<file path="config.mk">
export PLATFORM = sky130hd
export DESIGN_NAME = mantissa_aligner
export DESIGN_NICKNAME = d
export VERILOG_FILES = /design/src/rtl/fp_adder_pkg.sv /design/src/rtl/mantissa_aligner.sv
export SDC_FILE = /design/constraint.sdc
export NUM_CORES = 1
export LEC_CHECK = 0
export CORE_UTILIZATION = 40
export CTS_CLUSTER_DIAMETER = 120
export DETAILED_ROUTE_END_ITERATION = 7
export DONT_BUFFER_PORTS = 1
export SYNTH_ARGS = -nofsm -noshare
export SYNTH_HDL_FRONTEND = slang
export SYNTH_SLANG_ARGS = --single-unit
export TNS_END_PERCENT = 30
</file>
<file path="constraint.sdc">
create_clock -name Clock -period 7.9 [get_ports Clock]
set_clock_uncertainty 0.05 [all_clocks]
set_input_delay 1.975 -clock Clock [delete_from_list [all_inputs] [get_ports Clock]]
set_output_delay 1.975 -clock Clock [all_outputs]
set_load 0.05 [all_outputs]
</file>
<file path="src/rtl/fp_adder_pkg.sv">
// Shared floating-point adder types and widths.
// Defaults correspond to IEEE single precision with a hidden bit.
package fp_adder_pkg;

  localparam int MANTISSA_N = 24;
  localparam int EXP_N      = 8;
  localparam int GRS_N      = 3;

  typedef enum logic [1:0] {
    IDLE    = 2'd0,
    COMPARE = 2'd1,
    SHIFT   = 2'd2,
    DONE    = 2'd3
  } align_state_t;

endpackage

</file>
<file path="src/rtl/mantissa_aligner.sv">
// Orders two operands by magnitude and right-shifts the smaller mantissa (with sticky) to the larger exponent.
// Latency 2 cycles, or diff+2 while shifting; inReady only in IDLE; the result is held in DONE until outReady.
module mantissa_aligner #(
  parameter int MANTISSA_N = 24,
  parameter int EXP_N      = 8
) (
  input  logic                    Clock,
  input  logic                    ResetN,
  input  logic                    inValid,
  output logic                    inReady,
  input  logic                    signA,
  input  logic                    signB,
  input  logic [EXP_N-1:0]        expA,
  input  logic [EXP_N-1:0]        expB,
  input  logic [MANTISSA_N-1:0]   mantA,
  input  logic [MANTISSA_N-1:0]   mantB,
  output logic                    outValid,
  input  logic                    outReady,
  output logic                    bigSign,
  output logic                    smallSign,
  output logic [EXP_N-1:0]        alignedExp,
  output logic [MANTISSA_N+2:0]   bigMant,
  output logic [MANTISSA_N+2:0]   smallMant,
  output logic                    swapped
);
  import fp_adder_pkg::*;

  localparam int          W          = MANTISSA_N + GRS_N;
  localparam int unsigned FLUSH_DIFF = W;

  align_state_t state, state_nxt;

  logic                  a_sign, b_sign;
  logic [EXP_N-1:0]      a_exp, b_exp;
  logic [MANTISSA_N-1:0] a_mant, b_mant;
  logic [EXP_N-1:0]      count;
  logic [EXP_N-1:0]      diff;

  logic                  a_big;
  logic [EXP_N-1:0]      big_exp_c, small_exp_c, diff_c;
  logic [MANTISSA_N-1:0] big_mant_c, small_mant_c;
  logic                  flush_c;

  // Ordering guarantees big_exp_c >= small_exp_c, so diff_c cannot wrap.
  always_comb begin
    a_big        = (a_exp > b_exp) || ((a_exp == b_exp) && (a_mant >= b_mant));
    big_exp_c    = a_big ? a_exp  : b_exp;
    small_exp_c  = a_big ? b_exp  : a_exp;
    big_mant_c   = a_big ? a_mant : b_mant;
    small_mant_c = a_big ? b_mant : a_mant;
    diff_c       = big_exp_c - small_exp_c;
    flush_c      = 32'(diff_c) >= FLUSH_DIFF;
  end

  assign inReady  = (state == IDLE);
  assign outValid = (state == DONE);

  always_ff @(posedge Clock or negedge ResetN) begin
    if (!ResetN) state <= IDLE;
    else         state <= state_nxt;
  end

  always_comb begin
    state_nxt = state;
    unique case (state)
      IDLE:    if (inValid) state_nxt = COMPARE;
      COMPARE: state_nxt = ((diff_c == '0) || flush_c) ? DONE : SHIFT;
      SHIFT:   if (count == {{(EXP_N-1){1'b0}}, 1'b1}) state_nxt = DONE;
      DONE:    if (outReady) state_nxt = IDLE;
      default: state_nxt = IDLE;
    endcase
  end

  always_ff @(posedge Clock or negedge ResetN) begin
    if (!ResetN) begin
      a_sign     <= 1'b0;
      b_sign     <= 1'b0;
      a_exp      <= '0;
      b_exp      <= '0;
      a_mant     <= '0;
      b_mant     <= '0;
      count      <= '0;
      diff       <= '0;
      bigSign    <= 1'b0;
      smallSign  <= 1'b0;
      alignedExp <= '0;
      bigMant    <= '0;
      smallMant  <= '0;
      swapped    <= 1'b0;
    end else begin
      unique case (state)
        IDLE: begin
          if (inValid) begin
            a_sign <= signA;
            b_sign <= signB;
            a_exp  <= expA;
            b_exp  <= expB;
            a_mant <= mantA;
            b_mant <= mantB;
          end
        end
        COMPARE: begin
          bigSign    <= a_big ? a_sign : b_sign;
          smallSign  <= a_big ? b_sign : a_sign;
          alignedExp <= big_exp_c;
          swapped    <= ~a_big;
          diff       <= diff_c;
          bigMant    <= {big_mant_c, {GRS_N{1'b0}}};
          if (flush_c) begin
            // Everything shifts out; only the sticky bit survives.
            smallMant <= {{(W-1){1'b0}}, |small_mant_c};
            count     <= '0;
          end else begin
            smallMant <= {small_mant_c, {GRS_N{1'b0}}};
            count     <= diff_c;
          end
        end
        SHIFT: begin
          smallMant <= {1'b0, smallMant[W-1:2], smallMant[1] | smallMant[0]};
          count     <= count - 1'b1;
        end
        DONE: ;
        default: ;
      endcase
    end
  end

endmodule
</file>
After elaboration in Yosys (flattened, before gate mapping)
Index checks and enable logic that the tools add are counted.
W data, S select, Z words.
- output and inout port bits: 67
- input port bits: 70
- register bits after elaboration: 138
- logic and storage cells: 53
- reductions and logical operators: 9
- magnitude comparators: 3
- mux-type cells: 15
- bitwise gates (word level): 2
- $add $sub $neg: 2
- eq/ne operators: 8
- operators with widths (kind ; number):
    $pmux W27 S2 ; 1
    $mux W24 ; 2
    $mux W27 ; 1
    $ge A24 B24 Y1 ; 1
    $mux W8 ; 3
    $reduce_or A24 Y1 ; 1
    $pmux W8 S2 ; 1
    $eq A8 B1 Y1 const B ; 1
    $eq A8 B8 Y1 ; 1
    $ge A8 B5 Y1 const B ; 1
    $gt A8 B8 Y1 ; 1
    $logic_not A8 Y1 ; 1
    $pmux W2 S4 ; 1
    $sub A8 B1 Y8 const B ; 1
    $sub A8 B8 Y8 ; 1
    $mux W2 ; 3
    $eq A2 B2 Y1 const B ; 2
    $ne A2 B2 Y1 const B ; 2
    $mux W1 ; 3
    $reduce_and A3 Y1 ; 1
    $eq A2 B1 Y1 const B ; 1
    $logic_not A2 Y1 ; 1
    $logic_or A1 B1 Y1 ; 2
    $ne A2 B1 Y1 const B ; 1
    5 further kinds ; 5

Depth between registers and ports, before layout
Gate-level depths: netlist of run 1.
- depth in word-level cells: 9
- gate-level depth with buffers: 22

Least setup slack after synthesis of run 1
Ideal clock, no wire load.
- kind: reg-to-reg
- start: register b_exp[6]
- end: register smallMant[0]
- arrival: 4435 ps
- library setup time: 123 ps
- cell stages (with the launch flop): 22
- path buffers: 3
- period minus slack after synthesis: 4608 ps
- path slack: 3292 ps
- cell sequence: dfrtp_1 -> inv_1 -> ha_1 -> buf_6 -> nand2_4 -> a211o_1 -> a2111oi_4 -> o2111ai_2 -> nand2_1 -> buf_1 -> a21oi_1 -> ha_1 -> nor2_1 -> nor2_1 -> a311oi_1 -> nand3_1 -> a21o_2 -> a221oi_1 -> or3b_1 -> a32o_2 -> buf_6 -> o221a_1
- longest elaborated chain between the ends: 8
- elaborated cells on any way between the ends: 12
- classes of those cells: add/sub (1); order compare (2); eq/ne (1); mux (5); reduce/logical (3)
- RTL lines (element ; line ; text):
    from (decl) ; mantissa_aligner.sv:34 ; logic [EXP_N-1:0] a_exp, b_exp;
    from (signal assigned) ; mantissa_aligner.sv:97 ; b_exp <= expB;
    branches (longest 6 deep; another with $gt A8 B8 Y1) ; - ;
    $mux W27 (*) ; mantissa_aligner.sv:109 ; if (flush_c) begin
    $pmux W27 S2 (*) ; mantissa_aligner.sv:91 ; unique case (state)
    to (signal assigned) ; mantissa_aligner.sv:111 ; smallMant <= {{(W-1){1'b0}}, |small_mant_c};
    to (signal assigned) ; mantissa_aligner.sv:114 ; smallMant <= {small_mant_c, {GRS_N{1'b0}}};
    to (signal assigned) ; mantissa_aligner.sv:119 ; smallMant <= {1'b0, smallMant[W-1:2], smallMant[1] | smallMant[0]};
    to (decl) ; mantissa_aligner.sv:23 ; output logic [MANTISSA_N+2:0] smallMant,
Every way passes the cells marked *.
A chain may end at the register's enable or synchronous reset.

Final worst setup path of run 1
- start: register b_mant[23]
- end: register state[0]
- longest elaborated chain between the ends: 9
- elaborated cells on any way between the ends: 11
- classes of those cells: add/sub (1); order compare (2); mux (4); reduce/logical (4)
- RTL lines (element ; line ; text):
    from (decl) ; mantissa_aligner.sv:35 ; logic [MANTISSA_N-1:0] a_mant, b_mant;
    from (signal assigned) ; mantissa_aligner.sv:99 ; b_mant <= mantB;
    $ge A24 B24 Y1 (*) ; mantissa_aligner.sv:46 ; a_big = (a_exp > b_exp) || ((a_exp == b_exp) && (a_mant >= b_mant));
    $logic_and A1 B1 Y1 (*) ; mantissa_aligner.sv:46 ;
    $logic_or A1 B1 Y1 (*) ; mantissa_aligner.sv:46 ;
    $mux W8 (on tied branches) ; mantissa_aligner.sv:47, mantissa_aligner.sv:48 ;
    $sub A8 B8 Y8 (*) ; mantissa_aligner.sv:51 ; diff_c = big_exp_c - small_exp_c;
    $ge A8 B5 Y1 or $logic_not A8 Y1 (tied branches) ; mantissa_aligner.sv:52, mantissa_aligner.sv:67 ;
    $logic_or A1 B1 Y1 (*) ; mantissa_aligner.sv:67 ; COMPARE: state_nxt = ((diff_c == '0) || flush_c) ? DONE : SHIFT;
    $mux W1 (*) ; mantissa_aligner.sv:67 ;
    $pmux W2 S4 (*) ; mantissa_aligner.sv:65 ; unique case (state)
    to (signal assigned) ; mantissa_aligner.sv:60 ; else state <= state_nxt;
    to (decl) ; mantissa_aligner.sv:31 ; align_state_t state, state_nxt;
Mark *: on every way between the ends. The rest lies on a longest branch, timed or not.

==> results of run 1 <==
## stage by stage
| step | utilization (%) | hold slack (ns) | std cells | setup WS (ns) | area [um2] |
|---|---|---|---|---|---|
| CTS | 45.0 | 0.464 | 1051 | 1.95 | 8500 |
| finish | 45.0 | 0.458 | 1055 | 1.93 | 8510 |
| detailed placement | 42.0 | 0.451 | 1020 | 1.98 | 7930 |
| global route | 45.0 | 0.490 | 1051 | 1.43 | 8500 |
| floorplan | - | 0.429 | 806 | 3.29 | 7790 |
| global placement | 42.0 | 0.444 | 1020 | 1.98 | 7930 |
## cells by family after synthesis
family	synth area share, %
AOI/OAI and AO/OA	19.0
and+or+nand+nor	14.5
buffers and inverters	5.39
xor gates and xnor gates	0.338
adders and majority gates	6.27
DFF	44.4
other	0.0482
muxes	10.1
## state kept, by name, summed over array words and instances, names as in the netlist, 2 cells and up
name        cells
smallMant      27
a_mant         24
b_mant         24
bigMant        24
a_exp           8
alignedExp      8
b_exp           8
count           8
state           2
## cells in the final DEF, fill, tap and decap left out, drive strengths merged, types with 3 or more instances in the layout
master and count:
o31ai 24, o211ai 3, nor4 16, a21o 3
diode 4, mux2 67, a211oi 7, clkbuf 18
conb 3, nor2 113, buf 6, nand2b 4
clkinvlp 5, mux2i 3, nor3 7, inv 50
o21a 3, nand4 9, o21ai 21, a21oi 106
a31oi 27, dfrtp 138, nand3b 3, nand3 9
a311oi 4, ha 39, nand2 32, nor2b 32
## final cells by class
class | count | area [um2]
fill | 1852 | 10400
timing repair buffer | 6 | 45.0
sequential | 138 | 3450
clock buffer | 18 | 429
multi-input combinational | 570 | 3930
tap | 260 | 325
inverter | 46 | 173
clock inverter | 13 | 143
antenna | 4 | 10.0
## worst max-delay path: stages, from the launching register on
cell	delay, ns
dfrtp_1	0.42
inv_1	0.10
ha_1	0.33
nand4_1	0.17
nor4_2	0.37
nand4_1	0.21
o2111ai_2	0.44
nand2_2	0.71
nor2_1	0.28
a21oi_1	0.06
ha_1	0.25
nor2_1	0.14
nor2_1	0.06
a311oi_1	0.20
nand3_1	0.15
a21o_2	0.24
a221oi_1	0.29
or3b_1	0.37
a32o_2	0.51
a311o_1	0.45
## final timing paths
kind / start / endpoint / slack, ns / cells past startpoint
min in group asynchronous: ResetN / bigMant[25]$_DFFE_PN0P_ / 1.20 / 0
max in group asynchronous: ResetN / bigMant[22]$_DFFE_PN0P_ / 6.40 / 0
worst min register to register: a_exp[0]$_DFFE_PN0P_ / a_exp[0]$_DFFE_PN0P_ / 0.46 / 1
worst max-delay path: b_mant[23]$_DFFE_PN0P_ / state[0]$_DFFE_PN0P_ / 1.93 / 19
worst min-delay path: a_exp[0]$_DFFE_PN0P_ / a_exp[0]$_DFFE_PN0P_ / 0.46 / 1
worst max register to register: b_mant[23]$_DFFE_PN0P_ / state[0]$_DFFE_PN0P_ / 1.93 / 19
## per-layer routing
metal  share of wire [%]  up-vias  global-route usage, %
li1                    -     2824                      -
met1                  46     2749                   28.6
met2                  43      175                   29.9
met3                 8.4       29                   7.02
met4                 1.7        6                   7.02
met5                0.18        -                      0
==> run_results.csv, run 1 <==
group,metric,value,unit
drt,vias,5783,
timing,finalHoldViolations,0,
clock_network,cts_hold_buffers,0,
placed_design,io_buffer_count,0,
logic_synthesis,ys_seq_elements,138,
logic_synthesis,synthArstFlopShare,100,%
drt,wirelength,19900,um
clock_network,cts_buffer_depth,2,
run,cap_violations,0,
logic_synthesis,synthCells,804,
setup_path,crit_fanout,59,
floorplan,coreArea,18900,um2
floorplan,rows,50,
timing,slew_viol_final,0,
setup_path,crit_arrival,6.23,ns
drt,via_per_inst,5.48,
logic_synthesis,yosys-top-cells-count,"dfrtp_1, nor2_1, a21oi_1",
drt,ant_nets,0,
logic_synthesis,ys_seq_area_share,44.4,%
timing,setup_tns,0,ns
floorplan,die_w,141,um
global_routing,grt_pass1_vias,5551,
timing,fmax,0.168,GHz
status,status,"complete, no violations",
logic_synthesis,post-synth-top-area-fraction,44.4,%
timing,rsz0062_at_grt,"no",
timing,layout_min_cycle_time,5.97,ns
clock_network,cts.sink_count,138,
clock_network,cts_setup_buffers,0,
timing,setup_viol,0,
drt,wl_per_cell,18.9,um
placed_design,gp_congestion,0.852,
drt,drc,0,
floorplan,dieArea,20000,um2
clock_network,cts_inserted_buffers,17,
floorplan,ios,137,
min_path,hold_class,"register to register",
logic_synthesis,synth.avg_cell_area,9.68,um2
setup_path,crit_path_end_kind,"register",
clock_network,cts.repair.resized,0,
clock_network,cts_tree,"done",
placed_design,hpwl,13900,um
global_routing,grt_max_degree,139,
global_routing,grt_overflow,0,
setup_path,crit_required,8.16,ns
logic_synthesis,synth_edf_count,0,
floorplan,start_util,41.2,%
drt,first_iter_violations,366,
drt,first_pass_iters,5,
setup_path,critPathKind,"register to register",
clock_network,clkTransAtPathRegs,0.06,ns
timing,max_slew.worst_pin.slew,1.09,ns
global_routing,grt_usage,20.6,%
cells_and_area,fin_nets,888,
timing,slew_headroom,27.3,%
logic_synthesis,synth_top_area_cell,"dfrtp_1",
floorplan,die_h,141,um
clock_network,clockRootBuffer,"clkbuf_16",
logic_synthesis,yosysWarnings,0,
timing,fin_crit_sh,75.5,%
clock_network,clk_latency,0.43,ns
global_routing,grt_pass1_wl,31300,um
logic_synthesis,synth_most_common_cell,"dfrtp_1",
clock_network,htree_levels,4,
cells_and_area,drive_above_1_share,18.0,%
logic_synthesis,synth_flop_cell,"dfrtp_1",
global_routing,antenna_found_initial,7,
setup_path,start_kind,"register",
logic_synthesis,synth_area_leaders,"dfrtp_1, mux2_2, a21oi_1",
cells_and_area,area_growth,9.36,%
logic_synthesis,syn_area,7780,um2
logic_synthesis,synth_cell_types,62,
Power of run 1 is left out: the tool's default activity adds up to more than one toggle a clock period on the data nets, which glitch-free logic cannot reach.
==> run 2: changes to the inputs <==
- clock period: 7.9 -> 4.8 ns (I/O delays scaled with it)
==> run 2 against run 1 <==
  * Die area stayed put
  * Maximum frequency is 31% higher
  * Setup slack worse by 1.7 ns
  * Cell area is 2.1% higher
  * Via count is 1.8% higher
  * Global-route usage is 0.33 points higher
  * Cell count is 1.7% higher
  * Sequential share of layout area is 0.82 points lower
  * First-iteration DRC count is 11% lower
  * Critical path type unchanged
  * Highest routed layer unchanged
==> run_results.csv, run 2 (synthesis results as in run 1) <==
group,metric,value,unit
setup_path,crit_fanout,16,
clock_network,clkTransAtPathRegs,0.06,ns
floorplan,rows,50,
clock_network,clk_latency,0.42,ns
drt,first_pass_iters,4,
timing,hold_slack,0.424,ns
setup_path,cp_top_family,"compound AO/OA/AOI/OAI gates",
run,cap_violations,0,
global_routing,grt_overflow,0,
setup_path,crit_required,5.06,ns
drt,drc,0,
floorplan,ios,137,
placed_design,hpwl,14500,um
timing,setup_viol,0,
setup_path,cpMostUsedCell,"nor2_1",
timing,finalHoldViolations,0,
cells_and_area,largest_reg_flops,27,
timing,max_slew.worst_pin.slew,1.13,ns
placed_design,io_buffer_count,0,
clock_network,cts_buffer_depth,2,
clock_network,cts_inserted_buffers,17,
cells_and_area,regArea,3460,um2
floorplan,die_w,141,um
setup_path,cp_num_buf_inv,1,
setup_path,cpPeakStageDelay,0.45,ns
global_routing,grt_pass1_wl,31800,um
cells_and_area,final_common_cell,"dfrtp_1",
cells_and_area,multiInputGateArea,3960,um2
setup_path,reg2reg_from,"a_mant[18]$_DFFE_PN0P_",
setup_path,start_kind,"register",
setup_path,crit_path_end_kind,"register",
floorplan,die_h,141,um
drt,wl_per_cell,18.8,um
setup_path,critPathKind,"register to register",
cells_and_area,layout_common_cells,"dfrtp_1, nor2_1, a21oi_1",
drt,ant_nets,0,
status,status,"complete, no violations",
cells_and_area,area_growth,11.7,%
floorplan,coreArea,18900,um2
drt,vias,5888,
drt,via_per_inst,5.49,
setup_path,timing.rr.end,"smallMant[0]$_DFFE_PN0P_",
setup_path,cpMaxStageDelayCell,"dfrtp_2",
timing,slew_headroom,24.9,%
global_routing,grt_max_degree,139,
setup_path,crit_arrival,4.82,ns
setup_path,crit_chain,"ha_1, nand4_1, nor4_2, nand4_1, o2111ai_2, nand2_4, nor2_1, a21oi_1, ha_1, nor2_1, nor2_1, a311oi_1, nand3_1, a21o_2, a221oi_2, or3b_1, a32o_2, buf_12, o221a_1",
timing,slew_viol_final,0,
setup_path,reg2regPathDepth,19,
cells_and_area,num-fill-cells,1823,
cells_and_area,drive_above_1_share,20.3,%
clock_network,clockRootBuffer,"clkbuf_16",
setup_path,rrSetupSlack,0.25,ns
timing,fmax,0.220,GHz
clock_network,htree_levels,4,
clock_network,cts_hold_buffers,0,
floorplan,dieArea,20000,um2
placed_design,gp_congestion,0.933,
cells_and_area,top_register,"smallMant",
clock_network,cts.sink_count,138,
timing,layout_min_cycle_time,4.55,ns
floorplan,start_util,41.2,%
drt,first_iter_violations,326,
cells_and_area,fin_nets,905,
clock_network,cts_tree,"done",
global_routing,grt_usage,20.9,%
global_routing,antenna_found_initial,9,
timing,fin_crit_sh,94.9,%
global_routing,grt_pass1_vias,5635,
drt,wirelength,20200,um
min_path,hold_class,"primary input to async pin",
[run 2: timing repair]
item	CTS	global route
setup endpoints to repair	0	29
buffers inserted	0	5
hold endpoints to repair	0	0
resized for setup	0	11
[run 2: through the flow]
step                      instances  worst slack, ns  utilization [%]  instance area (um2)  TNS (ns)
after detailed placement       1032           0.0825             42.4                 8020         0
final                          1073            0.246             46.0                 8690         0
after global routing           1071         -0.00687             46.0                 8690   -0.0115
after CTS                      1064           0.0658             45.5                 8590         0
after global placement         1032            0.163             42.4                 8020         0
after floorplan                 806            0.192                -                 7790         0
[run 2: worst max path at each step]
stage          depth (start not counted)                    from                       end
2_1_floorplan                         21    b_exp[6]$_DFFE_PN0P_  smallMant[0]$_DFFE_PN0P_
3_3_place_gp                          20  b_mant[23]$_DFFE_PN0P_  smallMant[0]$_DFFE_PN0P_
4_1_cts                               20  b_mant[23]$_DFFE_PN0P_  smallMant[0]$_DFFE_PN0P_
3_5_place_dp                          20  b_mant[23]$_DFFE_PN0P_  smallMant[0]$_DFFE_PN0P_
5_1_grt                               20  b_mant[18]$_DFFE_PN0P_  smallMant[0]$_DFFE_PN0P_
6_report                              19  a_mant[18]$_DFFE_PN0P_  smallMant[0]$_DFFE_PN0P_
[run 2: area by class of cell]
cell class	instances	share of cell area, %
clock inverter	13	1.64
multi-input combinational	570	45.6
tap	260	3.74
sequential	138	39.8
antenna	4	0.115
inverter	46	1.99
clock buffer	19	4.98
timing repair buffer	23	2.17
[run 2: metal layers]
metal  vias to the layer above  GRT usage [%]  share of wire (%)
met5                         -              0               0.30
met3                        30           7.39                8.9
met4                         8           6.17                1.4
met2                       198           30.9                 43
li1                       2854              -                  -
met1                      2798           28.8                 46
Power of run 2 is left out for the same reason.
